File: config.mk
export PLATFORM = sky130hd
export DESIGN_NAME = game_timer_flat
export DESIGN_NICKNAME = d
export VERILOG_FILES = /design/src/rtl/game_timer_if.sv /design/src/rtl/game_timer.sv /design/src/flat_wrapper.sv
export SDC_FILE = /design/constraint.sdc
export NUM_CORES = 1
export LEC_CHECK = 0
export CORE_MARGIN = 3
export CORE_UTILIZATION = 60
export CTS_CLUSTER_SIZE = 8
export DETAILED_ROUTE_END_ITERATION = 7
export PLACE_DENSITY_LB_ADDON = 0.1
export SETUP_SLACK_MARGIN = 0.15
export SLEW_MARGIN = 20
export SYNTH_ARGS = -nofsm -noshare
export SYNTH_HDL_FRONTEND = slang
export SYNTH_SLANG_ARGS = --single-unit
File: constraint.sdc
create_clock -name clk -period 5.6 [get_ports clk]
set_input_delay 0.56 -clock clk [delete_from_list [all_inputs] [get_ports clk]]
set_output_delay 0.56 -clock clk [all_outputs]
set_load 0.05 [all_outputs]
File: src/rtl/game_timer_if.sv
// rtl/game_timer_if.sv - control and status bundle between the game FSM and game_timer
// TIMER_BONUS_EN adds the add_time control.
interface game_timer_if;
   logic       start;
   logic       pause;
`ifdef TIMER_BONUS_EN
   logic       add_time;
`endif
   logic [6:0] seconds;
   logic [3:0] sec_tens;
   logic [3:0] sec_ones;
   logic       sec_tick;
   logic       running;
   logic       warning;
   logic       game_over;

`ifdef TIMER_BONUS_EN
   modport master (
      output start, pause, add_time,
      input  seconds, sec_tens, sec_ones, sec_tick, running, warning, game_over
   );
   modport slave (
      input  start, pause, add_time,
      output seconds, sec_tens, sec_ones, sec_tick, running, warning, game_over
   );
`else
   modport master (
      output start, pause,
      input  seconds, sec_tens, sec_ones, sec_tick, running, warning, game_over
   );
   modport slave (
      input  start, pause,
      output seconds, sec_tens, sec_ones, sec_tick, running, warning, game_over
   );
`endif
endinterface

File: src/rtl/game_timer.sv
// rtl/game_timer.sv - whole-second round countdown with pause, low-time warning, BCD digits, game over
// TIMER_BONUS_EN enables the add_time bonus path (BONUS_SEC, MAX_SEC).
module game_timer #(
   parameter int CYCLES_PER_SEC = 100_000_000,
   parameter int START_SEC      = 30,
`ifdef TIMER_BONUS_EN
   parameter int BONUS_SEC      = 3,
   parameter int MAX_SEC        = 99,
`endif
   parameter int WARN_SEC       = 5
) (
   input  logic        clk,
   input  logic        rst,
   game_timer_if.slave bus
);
   localparam int             PW         = (CYCLES_PER_SEC > 1) ? $clog2(CYCLES_PER_SEC) : 1;
   localparam logic [PW-1:0]  PRESC_LAST = PW'(CYCLES_PER_SEC - 1);
   localparam logic [6:0]     START_VAL  = 7'(START_SEC);
   localparam logic [3:0]     START_TENS = 4'(START_SEC / 10);
   localparam logic [3:0]     START_ONES = 4'(START_SEC % 10);
   localparam logic [6:0]     WARN_VAL   = 7'(WARN_SEC);

   typedef enum logic [1:0] {IDLE, RUN, PAUSED, OVER} state_e;

   state_e        state_q, state_d;
   logic [PW-1:0] presc_q, presc_d;
   logic [6:0]    sec_q, sec_d;
   logic [3:0]    tens_q, tens_d;
   logic [3:0]    ones_q, ones_d;
   logic          tick_q, tick_d;
   logic          running_q, running_d;
   logic          warning_q, warning_d;
   logic          over_q, over_d;
   logic          live;
`ifdef TIMER_BONUS_EN
   logic [7:0]    bonus_sum;
`endif

   assign live = (state_q == RUN) || (state_q == PAUSED);

   always_ff @(posedge clk) begin
      if (rst) begin
         state_q   <= IDLE;
         presc_q   <= '0;
         sec_q     <= START_VAL;
         tens_q    <= START_TENS;
         ones_q    <= START_ONES;
         tick_q    <= 1'b0;
         running_q <= 1'b0;
         warning_q <= 1'b0;
         over_q    <= 1'b0;
      end else begin
         state_q   <= state_d;
         presc_q   <= presc_d;
         sec_q     <= sec_d;
         tens_q    <= tens_d;
         ones_q    <= ones_d;
         tick_q    <= tick_d;
         running_q <= running_d;
         warning_q <= warning_d;
         over_q    <= over_d;
      end
   end

   always_comb begin
      state_d = state_q;
      presc_d = presc_q;
      sec_d   = sec_q;
      tens_d  = tens_q;
      ones_d  = ones_q;
      tick_d  = 1'b0;
`ifdef TIMER_BONUS_EN
      bonus_sum = '0;
`endif
      if (bus.start) begin
         presc_d = '0;
         sec_d   = START_VAL;
         tens_d  = START_TENS;
         ones_d  = START_ONES;
         state_d = (START_SEC == 0) ? OVER : RUN;
      end else begin
         // The prescaler only advances in RUN cycles without pause, so a pause never loses a partial second.
         case (state_q)
            RUN: begin
               if (bus.pause) begin
                  state_d = PAUSED;
               end else if (presc_q == PRESC_LAST) begin
                  presc_d = '0;
                  tick_d  = (sec_q != 7'd0);
               end else begin
                  presc_d = presc_q + PW'(1);
               end
            end
            PAUSED: begin
               if (!bus.pause) state_d = RUN;
            end
            default: ;
         endcase

         if (tick_d) begin
            sec_d = sec_q - 7'd1;
            if (ones_q == 4'd0) begin
               ones_d = 4'd9;
               tens_d = tens_q - 4'd1;
            end else begin
               ones_d = ones_q - 4'd1;
            end
         end

`ifdef TIMER_BONUS_EN
         if (bus.add_time && live) begin
            bonus_sum = {1'b0, sec_q} + 8'(BONUS_SEC) - {7'd0, tick_d};
            sec_d     = (bonus_sum > 8'(MAX_SEC)) ? 7'(MAX_SEC) : bonus_sum[6:0];
            tens_d    = 4'(sec_d / 7'd10);
            ones_d    = 4'(sec_d % 7'd10);
         end
`endif

         if (live && (sec_d == 7'd0)) state_d = OVER;
      end

      running_d = (state_d == RUN) || (state_d == PAUSED);
      warning_d = running_d && (sec_d != 7'd0) && (sec_d <= WARN_VAL);
      over_d    = (state_d == OVER);
   end

   assign bus.seconds   = sec_q;
   assign bus.sec_tens  = tens_q;
   assign bus.sec_ones  = ones_q;
   assign bus.sec_tick  = tick_q;
   assign bus.running   = running_q;
   assign bus.warning   = warning_q;
   assign bus.game_over = over_q;
endmodule

File: src/flat_wrapper.sv
// flat-port wrapper written by rule: the top's interface ports become plain ports
module game_timer_flat 
#(
   parameter int CYCLES_PER_SEC = 100_000_000,
   parameter int START_SEC      = 30,

   parameter int WARN_SEC       = 5
)
  (clk, rst, bus_start, bus_pause, bus_seconds, bus_sec_tens, bus_sec_ones, bus_sec_tick, bus_running, bus_warning, bus_game_over);
  game_timer_if bus_i ();
  input  logic clk;
  input  logic rst;
  input wire logic [$bits(bus_i.start)-1:0] bus_start;
  input wire logic [$bits(bus_i.pause)-1:0] bus_pause;
  output wire logic [$bits(bus_i.seconds)-1:0] bus_seconds;
  output wire logic [$bits(bus_i.sec_tens)-1:0] bus_sec_tens;
  output wire logic [$bits(bus_i.sec_ones)-1:0] bus_sec_ones;
  output wire logic [$bits(bus_i.sec_tick)-1:0] bus_sec_tick;
  output wire logic [$bits(bus_i.running)-1:0] bus_running;
  output wire logic [$bits(bus_i.warning)-1:0] bus_warning;
  output wire logic [$bits(bus_i.game_over)-1:0] bus_game_over;
  assign bus_i.start = bus_start;
  assign bus_i.pause = bus_pause;
  assign bus_seconds = bus_i.seconds;
  assign bus_sec_tens = bus_i.sec_tens;
  assign bus_sec_ones = bus_i.sec_ones;
  assign bus_sec_tick = bus_i.sec_tick;
  assign bus_running = bus_i.running;
  assign bus_warning = bus_i.warning;
  assign bus_game_over = bus_i.game_over;
  game_timer #(.CYCLES_PER_SEC(CYCLES_PER_SEC), .START_SEC(START_SEC), .WARN_SEC(WARN_SEC)) u_core (.clk(clk), .rst(rst), .bus(bus_i));
endmodule
==> reports/summary.txt <==
initial antenna violation count: 0
ratio of final minimum period to clock period: 61.2%
Die W: 67.5 um
syn nets: 276
Syn Std Cell Area: 2270 um^2
Yosys cell types: 39
PwrDens: 238 nW/um^2
Iter 0 DRT Violations: 130
total grt overflow: 0
Num CTS Buffers: 5
total die area: 4560 um^2
Synth Area in Simple Gates: 32.5%
clk_lat worst skew: 0.30 ns
CORE AREA: 3490 um^2
DRC viols: 0
synth warn: 0
largest net degree at the start of global routing: 27
DPL Wire Length: 3.32 mm
top-area cell type share of the netlist area: 42.3%
Max Transition Viols Final: 0
xor and xnor fraction of the mapped netlist area: 12.7%
Syn-to-layout area delta: 17.8%
post-synthesis mux area share: 1.82%
worst-case clock buffer depth: 2
Die H: 67.5 um
f_max: 292 MHz
clock power share: 42.2%
PortBufs: 22
clock sink count: 48
post-synthesis cell count: 265
Setup CP Type: primary input to flop
mean post-synth cell area: 8.56 um^2
register area share after synthesis: 42.3%
combinational power share: 3.8%
final net count: 303
Tightest Pin Transition: 0.569 ns
share of layout cells above drive strength 1: 6.14%
Initial DRT Pass Iterations: 4
peak supply drop: 166 uV
WHS: 0.489 ns
worst hold path class: flop to flop
H-tree levels: 2
Vias: 1880
CP Capture Type: flop
GRT Total Usage: 22.7%
top cells by area, synth: dfxtp_1 42%, xor2_1 8.9%, nor2_1 8.3%
unrepaired setup endpoints after global routing: no
Synth Area in Compound Gates: 4.52%
# setup viols final: 0
# diodes: 0
first-pass GRT wire length: 7.91 mm
Post-synth EDFFs: 0
Worst EP required: 5.80 ns
Post-synth ARST share: 0%
fin crit period: 3.43 ns
GPL Wtd Cong: 0.867
Pint: 0.509 mW
largest family of logic cells by synthesized area: simple AND/OR/NAND/NOR gates
clock skew: 0.00693 ns
Seq cells post-synth: 48
Root Buffer: clkbuf_8
run status: completed
Final Hold Vio Count: 0
Post-CTS Repair Setup Buffers: 0
number of global-route vias before repair: 1855
remaining antenna violation count: 0
Synth area leader: dfxtp_1
Post-CTS Hold Buffers: 0
Max-cap violations: 0
Starting Density: 64.9%
WL per Instance: 13.4 um
Arr. time, crit path: 3.63 ns
Leakage: 0.977 nW
row cnt: 21
setup total negative slack: 0 ns
Final Routed Wirelength: 4.55 mm
main flop type after synthesis: dfxtp_1
switch share: 19.9%
CTS resizes: 0
CTS tree: built
post-DR vias/cell: 5.55
Flop pwr share: 54.1%
I/O pin count: 23
slew margin rel.: 61.8%
CP Max Fanout: 7
Synth Area in Adders: 3.86%
clock slew at reported path FFs: 0.08 ns
top-count cell post-synth: nor2_1
Synth top cells by count: 50 x nor2_1, 48 x dfxtp_1, 23 x nand2_1, 23 x xor2_1, 19 x nand3_1
Psw: 0.127 mW
Area after DPL: 2550 um^2
Worst Setup Start Kind: primary input
Final Instance Area: 2670 um^2
sequential cells by signal (all words and copies together) (netlist names):
signal,flops
u_core.bus.game_over,1
u_core.bus.running,1
u_core.bus.sec_ones,4
u_core.bus.sec_tens,4
u_core.bus.sec_tick,1
u_core.bus.seconds,7
u_core.bus.warning,1
u_core.presc_q,27
u_core.state_q,2
metal layers:
metal / vias up / GRT usage, % / share of wire, %
li1: 963 / - / -
met2: 36 / 37.2 / 46
met4: 0 / 9.87 / 1.6
met1: 874 / 29.2 / 48
met3: 7 / 3.66 / 4.3
met5: - / 0 / 0
power by group through the flow:
stage | Clock, mW | Combinational (mW) | Sequential [mW]
after floorplan | 0 | 0.0126 | 0.354
after global placement | 0 | 0.0229 | 0.352
after detailed placement | 0 | 0.0236 | 0.352
after CTS | 0.274 | 0.0236 | 0.344
after global routing | 0.288 | 0.0262 | 0.344
final | 0.268 | 0.0239 | 0.344
area by class of cell:
cell class / instances / area [um^2]
Fill cell: 266 / 822
Clock buffer: 7 / 96.3
Inverter: 9 / 33.8
Sequential cell: 48 / 961
Clock inverter: 1 / 30.0
Timing Repair Buffer: 24 / 235
Tap cell: 46 / 57.6
Multi-Input combinational cell: 204 / 1260
metrics by stage:
| stage | power [mW] | utilization [%] | instances | worst slack [ns] |
|---|---|---|---|---|
| finish | 0.636 | 76.5 | 339 | 2.17 |
| CTS | 0.642 | 76.5 | 339 | 2.18 |
| detailed placement | 0.375 | 72.9 | 331 | 1.87 |
| global placement | 0.375 | 72.9 | 331 | 2.05 |
| global route | 0.658 | 76.5 | 339 | 1.94 |
| floorplan | 0.367 | - | 265 | 2.52 |
kinds of logic (layout without fill, tap and decap cells):
kind of cell / after synthesis / after routing
adders and majority gates: 7 / 7
muxes: 4 / 4
DFF: 48 / 48
buffers and inverters: 13 / 41
and+or+nand+nor: 142 / 142
xor gates and xnor gates: 33 / 33
AOI/OAI and AO/OA: 18 / 18
path summary, 6_finish.rpt:
| path | start | endpoint | slack (ns) | cells past startpoint |
|---|---|---|---|---|
| worst min-delay path | u_core.presc_q[26]$_SDFFE_PP0P_ | u_core.presc_q[26]$_SDFFE_PP0P_ | 0.49 | 2 |
| worst min register to register | u_core.presc_q[26]$_SDFFE_PP0P_ | u_core.presc_q[26]$_SDFFE_PP0P_ | 0.49 | 2 |
| worst max-delay path | bus_pause | u_core.bus.warning$_SDFF_PP0_ | 2.17 | 11 |
| worst max register to register | u_core.state_q[1]$_SDFF_PP0_ | u_core.bus.warning$_SDFF_PP0_ | 2.32 | 12 |
critical path: stages:
cell and delay, ns:
clkdlybuf4s50_1 0.46, and4b_1 0.37, nand3_1 0.24, or4_4 0.50, a31o_2 0.28, a31oi_1 0.18
nor2_1 0.08, ha_1 0.29, nor3b_1 0.20, o221ai_1 0.16, nor4b_1 0.30
placed cells by master, fill, tap and decap left out, types with 4 or more instances in the layout:
master           instances
o21ai_0                  7
and3_1                   4
ha_1                     7
dfxtp_1                 48
clkbuf_8                 7
nand4_1                  6
clkdlybuf4s50_1         22
xnor2_1                 10
a21oi_1                  6
nor2_1                  50
xor2_1                  23
nor4_1                   5
nand3_1                 19
nand2_1                 23
inv_1                    9
nor3_1                   6
Power figures use the tool's default switching activity.
